<file path="config.mk">
export PLATFORM = sky130hd
export DESIGN_NAME = cache_controller_flat
export DESIGN_NICKNAME = d
export VERILOG_FILES = /design/src/rtl/cache_controller_if.sv /design/src/rtl/cache_controller.sv /design/src/flat_wrapper.sv
export SDC_FILE = /design/constraint.sdc
export NUM_CORES = 1
export LEC_CHECK = 0
export BUFFER_PORTS_ARGS = -buffer_cell sky130_fd_sc_hd__buf_2
export CAP_MARGIN = 20
export CELL_PAD_IN_SITES_DETAIL_PLACEMENT = 1
export CELL_PAD_IN_SITES_GLOBAL_PLACEMENT = 1
export CORE_ASPECT_RATIO = 1.4
export CORE_UTILIZATION = 40
export DETAILED_ROUTE_END_ITERATION = 12
export PLACE_DENSITY = 0.89
export RECOVER_POWER = 25
export SLEW_MARGIN = 20
export SYNTH_ARGS = -nofsm -noshare
export SYNTH_HDL_FRONTEND = slang
export SYNTH_SLANG_ARGS = --single-unit
</file>
<file path="constraint.sdc">
create_clock -name clk -period 3.73 [get_ports clk]
set_clock_uncertainty 0.05 [all_clocks]
set_input_delay 0 -clock clk [delete_from_list [all_inputs] [get_ports clk]]
set_output_delay 0 -clock clk [all_outputs]
set_load 0.03 [all_outputs]
</file>
<file path="src/rtl/cache_controller_if.sv">
// Shared size enum plus the controller's bus bundle.
// cache_controller_if groups three buses:
//   CPU side    : req_valid/req_ready/req_we/req_addr/req_size/req_wdata,
//                 resp_valid/resp_rdata/resp_err
//   array side  : cl_perform_write/cl_set/cl_word_select/cl_byte_select/
//                 cl_op_size/cl_word_to_store, cl_fetched_word (read data back)
//   memory side : mem_req/mem_we/mem_addr/mem_size/mem_wdata,
//                 mem_ready/mem_rvalid/mem_rdata
// modport master = the cache controller, modport slave = CPU + array + memory.
package cache_pkg;
  typedef enum logic [1:0] {BYTE = 2'd0, HALF = 2'd1, WORD = 2'd2} memory_operation_size_e;
endpackage

interface cache_controller_if #(
  parameter int XLEN             = 32,
  parameter int SET_SIZE         = 2,
  parameter int WORD_SELECT_SIZE = 3,
  parameter int BYTE_SELECT_SIZE = 2
);
  import cache_pkg::*;

  logic                        req_valid, req_ready, req_we;
  logic [XLEN-1:0]             req_addr, req_wdata;
  memory_operation_size_e      req_size;
  logic                        resp_valid, resp_err;
  logic [XLEN-1:0]             resp_rdata;

  logic                        cl_perform_write;
  logic [SET_SIZE-1:0]         cl_set;
  logic [WORD_SELECT_SIZE-1:0] cl_word_select;
  logic [BYTE_SELECT_SIZE-1:0] cl_byte_select;
  memory_operation_size_e      cl_op_size;
  logic [XLEN-1:0]             cl_word_to_store, cl_fetched_word;

  logic                        mem_req, mem_we, mem_ready, mem_rvalid;
  logic [XLEN-1:0]             mem_addr, mem_wdata, mem_rdata;
  memory_operation_size_e      mem_size;

  modport master (
    input  req_valid, req_we, req_addr, req_size, req_wdata,
    output req_ready, resp_valid, resp_rdata, resp_err,
    output cl_perform_write, cl_set, cl_word_select, cl_byte_select, cl_op_size, cl_word_to_store,
    input  cl_fetched_word,
    output mem_req, mem_we, mem_addr, mem_size, mem_wdata,
    input  mem_ready, mem_rvalid, mem_rdata
  );

  modport slave (
    output req_valid, req_we, req_addr, req_size, req_wdata,
    input  req_ready, resp_valid, resp_rdata, resp_err,
    input  cl_perform_write, cl_set, cl_word_select, cl_byte_select, cl_op_size, cl_word_to_store,
    output cl_fetched_word,
    input  mem_req, mem_we, mem_addr, mem_size, mem_wdata,
    output mem_ready, mem_rvalid, mem_rdata
  );
endinterface

</file>
<file path="src/rtl/cache_controller.sv">
// Direct-mapped, write-through, no-write-allocate cache control FSM.
// Holds tag/valid state, takes one CPU load/store at a time, refills a line
// word-serially from memory on a load miss and drives the external data
// array's selects/write strobe.
// Ports:
//   clk    : clock, all state on posedge
//   rst_n  : asynchronous active-low reset
//   bus    : cache_controller_if.master (CPU request/response, array, memory)
module cache_controller
  import cache_pkg::*;
#(
  parameter int XLEN             = 32,
  parameter int NUM_SETS         = 4,
  parameter int SET_SIZE         = 2,
  parameter int WORDS_PER_LINE   = 8,
  parameter int WORD_SELECT_SIZE = 3,
  parameter int BYTE_SELECT_SIZE = 2
) (
  input  logic               clk,
  input  logic               rst_n,
  cache_controller_if.master bus
);

  localparam int TAG_SIZE = XLEN - SET_SIZE - WORD_SELECT_SIZE - BYTE_SELECT_SIZE;
  localparam int SET_LO   = WORD_SELECT_SIZE + BYTE_SELECT_SIZE;
  localparam int TAG_LO   = SET_LO + SET_SIZE;

  typedef enum logic [2:0] {IDLE, LOOKUP, FILL_REQ, FILL_WAIT, REPLAY, WT_REQ} state_e;

  state_e                      state_q, state_d;
  logic                        req_we_q, req_we_d;
  logic [XLEN-1:0]             req_addr_q, req_addr_d;
  logic [XLEN-1:0]             req_wdata_q, req_wdata_d;
  memory_operation_size_e      req_size_q, req_size_d;
  logic [NUM_SETS-1:0]         valid_q, valid_d;
  logic [WORD_SELECT_SIZE-1:0] fill_idx_q, fill_idx_d;
  logic [TAG_SIZE-1:0]         tag_q [NUM_SETS];
  logic                        tag_we;

  logic [TAG_SIZE-1:0]         req_tag;
  logic [SET_SIZE-1:0]         req_set;
  logic [WORD_SELECT_SIZE-1:0] req_word;
  logic [BYTE_SELECT_SIZE-1:0] req_byte;
  logic                        hit, misaligned;

  assign req_tag  = req_addr_q[XLEN-1:TAG_LO];
  assign req_set  = req_addr_q[TAG_LO-1:SET_LO];
  assign req_word = req_addr_q[SET_LO-1:BYTE_SELECT_SIZE];
  assign req_byte = req_addr_q[BYTE_SELECT_SIZE-1:0];

  assign hit        = valid_q[req_set] && (tag_q[req_set] == req_tag);
  assign misaligned = ((req_size_q == HALF) && req_addr_q[0]) ||
                      ((req_size_q == WORD) && (req_addr_q[1:0] != 2'b00));

  always_comb begin
    state_d     = state_q;
    req_we_d    = req_we_q;
    req_addr_d  = req_addr_q;
    req_wdata_d = req_wdata_q;
    req_size_d  = req_size_q;
    valid_d     = valid_q;
    fill_idx_d  = fill_idx_q;
    tag_we      = 1'b0;

    bus.req_ready        = 1'b0;
    bus.resp_valid       = 1'b0;
    bus.resp_rdata       = '0;
    bus.resp_err         = 1'b0;
    // Array selects default to the captured request so LOOKUP/REPLAY read it.
    bus.cl_perform_write = 1'b0;
    bus.cl_set           = req_set;
    bus.cl_word_select   = req_word;
    bus.cl_byte_select   = req_byte;
    bus.cl_op_size       = req_size_q;
    bus.cl_word_to_store = req_wdata_q;
    // mem_req decodes from state only: no mem_ready -> mem_req path, and all
    // memory fields come from flops so they hold while waiting for acceptance.
    bus.mem_req          = 1'b0;
    bus.mem_we           = 1'b0;
    bus.mem_addr         = req_addr_q;
    bus.mem_size         = req_size_q;
    bus.mem_wdata        = req_wdata_q;

    unique case (state_q)
      IDLE: begin
        bus.req_ready = 1'b1;
        if (bus.req_valid) begin
          req_we_d    = bus.req_we;
          req_addr_d  = bus.req_addr;
          req_size_d  = bus.req_size;
          req_wdata_d = bus.req_wdata;
          state_d     = LOOKUP;
        end
      end

      LOOKUP: begin
        if (misaligned) begin
          bus.resp_valid = 1'b1;
          bus.resp_err   = 1'b1;
          state_d        = IDLE;
        end else if (req_we_q) begin
          // Write-through: update the array only on a hit, memory always.
          bus.cl_perform_write = hit;
          state_d              = WT_REQ;
        end else if (hit) begin
          bus.resp_valid = 1'b1;
          bus.resp_rdata = bus.cl_fetched_word;
          state_d        = IDLE;
        end else begin
          // Line is invalid for the whole refill so an aborted fill never
          // leaves a half-written line looking valid.
          valid_d[req_set] = 1'b0;
          fill_idx_d       = '0;
          state_d          = FILL_REQ;
        end
      end

      FILL_REQ: begin
        bus.mem_req  = 1'b1;
        bus.mem_size = WORD;
        bus.mem_addr = {req_tag, req_set, fill_idx_q, {BYTE_SELECT_SIZE{1'b0}}};
        if (bus.mem_ready) state_d = FILL_WAIT;
      end

      FILL_WAIT: begin
        bus.cl_word_select   = fill_idx_q;
        bus.cl_byte_select   = '0;
        bus.cl_op_size       = WORD;
        bus.cl_word_to_store = bus.mem_rdata;
        if (bus.mem_rvalid) begin
          bus.cl_perform_write = 1'b1;
          if (fill_idx_q == WORD_SELECT_SIZE'(WORDS_PER_LINE - 1)) begin
            tag_we           = 1'b1;
            valid_d[req_set] = 1'b1;
            state_d          = REPLAY;
          end else begin
            fill_idx_d = fill_idx_q + 1'b1;
            state_d    = FILL_REQ;
          end
        end
      end

      REPLAY: begin
        bus.resp_valid = 1'b1;
        bus.resp_rdata = bus.cl_fetched_word;
        state_d        = IDLE;
      end

      WT_REQ: begin
        bus.mem_req = 1'b1;
        bus.mem_we  = 1'b1;
        if (bus.mem_ready) begin
          bus.resp_valid = 1'b1;
          state_d        = IDLE;
        end
      end

      default: state_d = IDLE;
    endcase
  end

  always_ff @(posedge clk or negedge rst_n) begin
    if (!rst_n) begin
      state_q     <= IDLE;
      req_we_q    <= 1'b0;
      req_addr_q  <= '0;
      req_wdata_q <= '0;
      req_size_q  <= BYTE;
      valid_q     <= '0;
      fill_idx_q  <= '0;
    end else begin
      state_q     <= state_d;
      req_we_q    <= req_we_d;
      req_addr_q  <= req_addr_d;
      req_wdata_q <= req_wdata_d;
      req_size_q  <= req_size_d;
      valid_q     <= valid_d;
      fill_idx_q  <= fill_idx_d;
    end
  end

  // Tags are qualified by valid bits, so they need no reset.
  always_ff @(posedge clk) begin
    if (tag_we) tag_q[req_set] <= req_tag;
  end

endmodule

</file>
<file path="src/flat_wrapper.sv">
// flat-port wrapper written by rule: the top's interface ports become plain ports
module cache_controller_flat import cache_pkg::*;
#(
  parameter int XLEN             = 32,
  parameter int NUM_SETS         = 4,
  parameter int SET_SIZE         = 2,
  parameter int WORDS_PER_LINE   = 8,
  parameter int WORD_SELECT_SIZE = 3,
  parameter int BYTE_SELECT_SIZE = 2
)
  (clk, rst_n, bus_req_valid, bus_req_we, bus_req_addr, bus_req_size, bus_req_wdata, bus_req_ready, bus_resp_valid, bus_resp_rdata, bus_resp_err, bus_cl_perform_write, bus_cl_set, bus_cl_word_select, bus_cl_byte_select, bus_cl_op_size, bus_cl_word_to_store, bus_cl_fetched_word, bus_mem_req, bus_mem_we, bus_mem_addr, bus_mem_size, bus_mem_wdata, bus_mem_ready, bus_mem_rvalid, bus_mem_rdata);
  cache_controller_if #(.XLEN(XLEN), .SET_SIZE(SET_SIZE), .WORD_SELECT_SIZE(WORD_SELECT_SIZE), .BYTE_SELECT_SIZE(BYTE_SELECT_SIZE)) bus_i ();
  input  logic clk;
  input  logic rst_n;
  input wire logic [$bits(bus_i.req_valid)-1:0] bus_req_valid;
  input wire logic [$bits(bus_i.req_we)-1:0] bus_req_we;
  input wire logic [$bits(bus_i.req_addr)-1:0] bus_req_addr;
  input wire logic [$bits(bus_i.req_size)-1:0] bus_req_size;
  input wire logic [$bits(bus_i.req_wdata)-1:0] bus_req_wdata;
  output wire logic [$bits(bus_i.req_ready)-1:0] bus_req_ready;
  output wire logic [$bits(bus_i.resp_valid)-1:0] bus_resp_valid;
  output wire logic [$bits(bus_i.resp_rdata)-1:0] bus_resp_rdata;
  output wire logic [$bits(bus_i.resp_err)-1:0] bus_resp_err;
  output wire logic [$bits(bus_i.cl_perform_write)-1:0] bus_cl_perform_write;
  output wire logic [$bits(bus_i.cl_set)-1:0] bus_cl_set;
  output wire logic [$bits(bus_i.cl_word_select)-1:0] bus_cl_word_select;
  output wire logic [$bits(bus_i.cl_byte_select)-1:0] bus_cl_byte_select;
  output wire logic [$bits(bus_i.cl_op_size)-1:0] bus_cl_op_size;
  output wire logic [$bits(bus_i.cl_word_to_store)-1:0] bus_cl_word_to_store;
  input wire logic [$bits(bus_i.cl_fetched_word)-1:0] bus_cl_fetched_word;
  output wire logic [$bits(bus_i.mem_req)-1:0] bus_mem_req;
  output wire logic [$bits(bus_i.mem_we)-1:0] bus_mem_we;
  output wire logic [$bits(bus_i.mem_addr)-1:0] bus_mem_addr;
  output wire logic [$bits(bus_i.mem_size)-1:0] bus_mem_size;
  output wire logic [$bits(bus_i.mem_wdata)-1:0] bus_mem_wdata;
  input wire logic [$bits(bus_i.mem_ready)-1:0] bus_mem_ready;
  input wire logic [$bits(bus_i.mem_rvalid)-1:0] bus_mem_rvalid;
  input wire logic [$bits(bus_i.mem_rdata)-1:0] bus_mem_rdata;
  assign bus_i.req_valid = bus_req_valid;
  assign bus_i.req_we = bus_req_we;
  assign bus_i.req_addr = bus_req_addr;
  assign bus_i.req_size = bus_req_size;
  assign bus_i.req_wdata = bus_req_wdata;
  assign bus_req_ready = bus_i.req_ready;
  assign bus_resp_valid = bus_i.resp_valid;
  assign bus_resp_rdata = bus_i.resp_rdata;
  assign bus_resp_err = bus_i.resp_err;
  assign bus_cl_perform_write = bus_i.cl_perform_write;
  assign bus_cl_set = bus_i.cl_set;
  assign bus_cl_word_select = bus_i.cl_word_select;
  assign bus_cl_byte_select = bus_i.cl_byte_select;
  assign bus_cl_op_size = bus_i.cl_op_size;
  assign bus_cl_word_to_store = bus_i.cl_word_to_store;
  assign bus_i.cl_fetched_word = bus_cl_fetched_word;
  assign bus_mem_req = bus_i.mem_req;
  assign bus_mem_we = bus_i.mem_we;
  assign bus_mem_addr = bus_i.mem_addr;
  assign bus_mem_size = bus_i.mem_size;
  assign bus_mem_wdata = bus_i.mem_wdata;
  assign bus_i.mem_ready = bus_mem_ready;
  assign bus_i.mem_rvalid = bus_mem_rvalid;
  assign bus_i.mem_rdata = bus_mem_rdata;
  cache_controller #(.XLEN(XLEN), .NUM_SETS(NUM_SETS), .SET_SIZE(SET_SIZE), .WORDS_PER_LINE(WORDS_PER_LINE), .WORD_SELECT_SIZE(WORD_SELECT_SIZE), .BYTE_SELECT_SIZE(BYTE_SELECT_SIZE)) u_core (.clk(clk), .rst_n(rst_n), .bus(bus_i));
endmodule
</file>
# Word-level counts from Yosys, hierarchy flattened
# Memories as Yosys holds them, arrays and structs flattened.
# Cells that the tools add are included.
[op_classes]
addsub = 1
multipliers = 0
n_div = 0
order_cmp = 2
n_eq_ne = 18
shifts = 0
muxes = 54
n_bitwise = 3
n_reduce_logical = 13
[ops]
columns = ["op", "count"]
rows = [
  ["32-bit 2-to-1 mux", 4],
  ["32-bit one-hot mux with 2 select lines", 1],
  ["3-bit 2-to-1 mux", 13],
  ["25-bit == test", 1],
  ["4-bit 2-to-1 mux", 5],
  ["1-bit 2-to-1 mux", 19],
  ["2-bit != test (second input constant)", 8],
  ["3-bit one-hot mux with 5 select lines", 1],
  ["6-bit AND reduction", 2],
  ["3-bit == test (second input constant)", 3],
  ["2-bit 2-to-1 mux", 4],
  ["4-bit one-hot mux with 2 select lines", 1],
  ["3-bit by 2-bit == test with 1-bit output (second input constant)", 2],
  ["3-bit one-hot mux with 2 select lines", 1],
  ["5-bit 2-to-1 mux", 1],
  ["4-bit AND", 1],
  ["1-bit logical AND", 4],
  ["4-bit NOT", 1],
  ["4-bit bitwise OR", 1],
  ["4-bit AND reduction", 1],
  ["2-bit nonzero test", 2],
  ["3-bit by 1-bit adder with 3-bit output (second input constant)", 1],
  ["3-bit by 1-bit == test with 1-bit output (second input constant)", 1],
  ["3-bit logical NOT", 1],
  ["12 further kinds", 12],
]
[totals]
ff_bits = 77
latchBits = 0
mem_bits_rw = 100
mem_bits_ro = 0
word_cells = 99
memories = 1
[mem_list]
columns = ["memory", "words", "word_bits", "rd", "rd_ports_with_merged_regs", "write_ports", "line", "source"]
rows = [
  ["u_core.tag_q", 4, 25, 1, 0, 1, "cache_controller.sv:37", "logic [TAG_SIZE-1:0] tag_q [NUM_SETS];"],
]

# Longest topological paths before layout
[logic_depth]
ltp_word = 10
mapped_depth = 11
depth_no_buf = 7

# Worst setup path after synthesis
# Ideal clock, no wire load.
[synth_path]
kind = "register to register"
from = "register u_core.state_q[2]"
to = "memory u_core.tag_q[0][0] in the netlist's numbering, enable pin"
setup_time_ps = 441
arrival_ps = 2755
required_ps = 3239
setup_slack_ps = 484
path_stages_with_launch = 6
period_less_slack_ps = 3246
cell_sequence = "dfrtp_1 > clkbuf_1 > nand2b_1 > nor2_1 > nand3_1 > nor3_1"
[synth_via]
elab_chain_cells = 4
[synth_lines]
columns = ["item", "line", "source"]
rows = [
  ["from (decl)", "cache_controller.sv:30", "state_e state_q, state_d;"],
  ["from (signal assigned)", "cache_controller.sv:172", "state_q <= state_d;"],
  ["3-bit by 2-bit == test with 1-bit output", "cache_controller.sv:84", "unique case (state_q)"],
  ["1-bit 2-to-1 mux", "cache_controller.sv:84", ""],
  ["1-bit 2-to-1 mux", "cache_controller.sv:184", "if (tag_we) tag_q[req_set] <= req_tag;"],
  ["1-bit 2-to-1 mux (not written as such)", "cache_controller.sv:184", ""],
  ["to (decl)", "cache_controller.sv:37", ""],
]
# No other way between the ends.

# Worst setup path in the final report
[layout_path]
from = "register u_core.req_addr_q[5]"
to = "output bus_cl_perform_write"
[layout_via]
elab_chain_cells = 6
word_cells_on_any_way = 8
classes_between = "1 x eq/ne; 5 x mux; 1 x reduce/logical; 1 x memory"
[layout_lines]
columns = ["item", "line", "source"]
rows = [
  ["from (decl)", "cache_controller.sv:32", "logic [XLEN-1:0] req_addr_q, req_addr_d;"],
  ["from (signal assigned)", "cache_controller.sv:174", "req_addr_q <= req_addr_d;"],
  ["memory 4 x 25 bit or 1-bit binary-select mux with 2-bit select (tied branches)", "-", ""],
  ["25-bit == test or 1-bit 2-to-1 mux (tied branches)", "cache_controller.sv:51", "assign hit = valid_q[req_set] && (tag_q[req_set] == req_tag);"],
  ["1-bit logical AND *", "cache_controller.sv:51", ""],
  ["1-bit 2-to-1 mux *", "cache_controller.sv:101", "end else if (req_we_q) begin"],
  ["1-bit 2-to-1 mux *", "cache_controller.sv:97", "if (misaligned) begin"],
  ["1-bit one-hot mux with 2 select lines *", "cache_controller.sv:84", ""],
  ["to (decl)", "flat_wrapper.sv:24", "output wire logic [$bits(bus_i.cl_perform_write)-1:0] bus_cl_perform_write;"],
]
# Every way passes the cells marked *; elsewhere a longest branch is shown, timed or not. The select of a mux whose other input is x is not followed.

==> summary.md <==
| Metric | Value |
|---|---|
| Status | finished with violations |
| Failing checks | max-capacitance violations, max-slew violations |
| Share of layout cells above drive strength 1 | 0.4369 |
| Most frequent cell after synthesis | nand2_1 |
| Initial antenna violation count | 0 |
| Total global routing overflow | 0 |
| Final wirelength | 26.82 mm |
| Leading area contributor after synthesis | edfxtp_1 |
| Routed Antenna Nets | 0 |
| Netlist cell types | 56 |
| Layout overhead on the synthesized area | 31.46% |
| CP arrival | 3350 ps |
| Syn nets | 861 |
| Chip height | 178.3 um |
| Die footprint | 22,820 um^2 |
| Slew Limit Headroom | -0.3922 |
| Clk Tree Root Cell | clkbuf_16 |
| Routed wire length per instance | 19.97 um |
| Clock transition at the registers of the reported paths | 80 ps |
| Post-synthesis instance area | 8885 um^2 |
| Post-synthesis register bit count | 177 |
| I/O pin count | 281 |
| Peak VDD IR | 0.0005930 V |
| Max Fanout on Critical Path | 38 |
| Seq/Total Area, Yosys | 0.5549 |
| DR DRC count | 0 |
| Initial Util | 0.4064 |
| Post-synth EDFFs | 100 |
| Gpl congestion | 0.7856 |
| CP cell instances | mux4_2 -> xor2_1 -> a311oi_1 -> and4b_1 -> nand3_2 -> buf_4 -> o31ai_2 -> buf_2 |
| Max-Cap Viols | 1 |
| Vias in the first global route | 7,428 |
| Ant diodes | 0 |
| Clock sinks | 177 |
| RSZ-0062 raised after global routing | false |
| Fill cells | 2,355 |
| Critical path endpoint category | output port |
| GRT Overall Usage | 0.2381 |
| Final worst path period need | 3397 ps |
| Total power | 10,340 uW |
| Post-synth ARST share | 0.4350 |
| Top post-synthesis cells by count | nand2_1, edfxtp_1, dfrtp_1 |
| Setup CP Type | flop to output port |
| Core Area | 21,860 um^2 |
| Hold Crit Class | input pin to flop |
| Design Area, Final | 11,680 um^2 |
| H-tree Lvls | 4 |
| Cts bufs inserted | 17 |
| Drt initial violations | 243 |
| Crit-path leading delay family | flip-flops |
| Nets | 1,171 |
| PortBufs | 280 |
| Synth Flop Type | edfxtp_1 |
| Largest net degree at the start of global routing | 78 |
| Data required time of the worst path | 3680 ps |
| Worst-Margin Slew | 2088 ps |
| Setup bufs post-CTS | 0 |
| Yosys warnings | 0 |
| Pins over their slew limit | 78 |
| Fin crit share | 0.9106 |
| Top cells by area, synth | edfxtp_1, dfrtp_1, mux2_2 |
| Fmax | 294.4 MHz |
| Final setup viols | 0 |
| Number of detailed-route iterations in the first pass | 5 |
| Final hold vios | 0 |
| Rows | 64 |
| CTS tree | yes |
| First-pass GRT wire length | 41.44 mm |
| CP max stage delay | 660 ps |
| Slowest CP cell | dfrtp_2 |
| Avg Cell Area, Syn | 12.29 um^2 |
| Crit path launch type | flop |
| CP bufs+invs | 2 |
| Vias | 7,050 |
| Skew-Pair Late Insertion Delay | 430 ps |
| Clock Path Buffers | 2 |
| Drt via density | 5.249 |
| Die X | 128.0 um |
| Synth Instances | 723 |
| Lkg Pwr | 0.004966 uW |
| Setup TNS | 0 ps |
| Top cell type's share of synthesized area | 0.3380 |
| Post-placement cell area | 10,400 um^2 |
| Cell Pwr Density | 884.9 nW/um^2 |
| Hpwl dp | 17.55 mm |
-- layout make-up --
cell class / instances / area [um^2] / share of cell area
sequential: 177 / 4935 / 0.4225
multi-input combinational: 458 / 3456 / 0.2959
timing repair buffer: 371 / 2295 / 0.1965
clock buffer: 17 / 425.4 / 0.03642
tap: 297 / 371.6 / 0.03182
clock inverter: 15 / 167.7 / 0.01435
inverter: 8 / 30.03 / 0.002571
-- per-stage QoR --
stage | utilization | worst slack (ps) | hold WS, ps | instances
after global routing | 0.5343 | 134.2 | 42.70 | 1343
after detailed placement | 0.4755 | 504.2 | 164.3 | 1242
after floorplan | - | 484.5 | -345.6 | 723
after CTS | 0.5342 | 31.82 | 5.811 | 1343
final | 0.5343 | 333.3 | 26.29 | 1343
after global placement | 0.4755 | 607.6 | 159.0 | 1242
-- registers in the layout, indices dropped and copies added, names as in the netlist, named ones only --
register / cells
u_core.state_q: 3
u_core.req_addr_q: 32
u_core.req_we_q: 1
u_core.req_size_q: 2
u_core.fill_idx_q: 3
u_core.tag_q: 100
u_core.bus.mem_wdata: 32
-- cells in the final DEF (no fill, tap or decap), types with 4 or more instances in the layout --
cell type | Yosys | layout
xor2_1 | 23 | 23
o21ai_2 | 20 | 20
nor2_1 | 19 | 17
a31oi_1 | 4 | 4
clkbuf_16 | 0 | 17
inv_8 | 0 | 6
dlygate4sd3_1 | 0 | 69
nand2_1 | 123 | 123
buf_4 | 34 | 19
edfxtp_1 | 100 | 100
dfrtp_1 | 77 | 75
mux2_2 | 67 | 67
mux2i_1 | 18 | 17
nand2b_1 | 5 | 5
o21ai_1 | 12 | 12
a21oi_1 | 10 | 10
nor3_1 | 11 | 7
xnor2_1 | 6 | 6
o21ai_0 | 9 | 9
nand3_1 | 4 | 4
inv_1 | 8 | 8
mux4_2 | 13 | 13
nor3_2 | 0 | 4
buf_2 | 4 | 279
nand4_1 | 34 | 34
nand3b_1 | 33 | 33
-- what timing repair did --
action                                 CTS  global route
gates resized for setup                  0             2
setup endpoints to repair                0            34
endpoints found under the hold margin  146             0
hold buffers                            69             0
-- layer usage --
layer,up-vias,track usage,part of all wire
met2,240,0.4244,0.54
met4,0,0.09461,0.021
li1,3218,-,-
met1,3549,0.2798,0.39
met5,-,0,0
met3,43,0.04739,0.051
-- tightest hold or removal path: cells and delay by family --
kind	cells	cell delay, ps
AO/OA/AOI/OAI	2	180
AND/OR/NAND/NOR	2	160
buffers and inverters	1	140
-- final timing paths --
check | from | endpoint | slack [ps] | cells after the start
max in group asynchronous | rst_n | u_core.req_addr_q[6] | 1490 | 2
worst min-delay path | bus_mem_rvalid | u_core.state_q[1] | 30 | 5
worst max-delay path | u_core.req_addr_q[5] | bus_cl_perform_write | 330 | 8
min in group asynchronous | rst_n | u_core.req_addr_q[16] | 620 | 2
worst max register to register | u_core.req_addr_q[5] | u_core.fill_idx_q[1] | 890 | 7
worst min register to register | u_core.bus.mem_wdata[10] | u_core.bus.mem_wdata[10] | 490 | 1
-- power by group --
part	internal (uW)	switching (uW)	total (uW)
logic	1820	3380	5190
clock network	904	884	1790
registers	2640	711	3350
-- kinds of logic (layout without fill, tap and decap cells) --
group / after synthesis / count (layout) / share of synthesized area
AND/OR/NAND/NOR: 248 / 248 / 0.1422
flip-flops: 177 / 177 / 0.5549
multiplexers: 102 / 102 / 0.1483
buffers and inverters: 88 / 411 / 0.06182
AO/OA/AOI/OAI: 77 / 77 / 0.06140
XOR/XNOR: 29 / 29 / 0.02859
adder cells (fa/ha/maj): 2 / 2 / 0.002816
No activity file was read; power rests on OpenSTA's default activity.
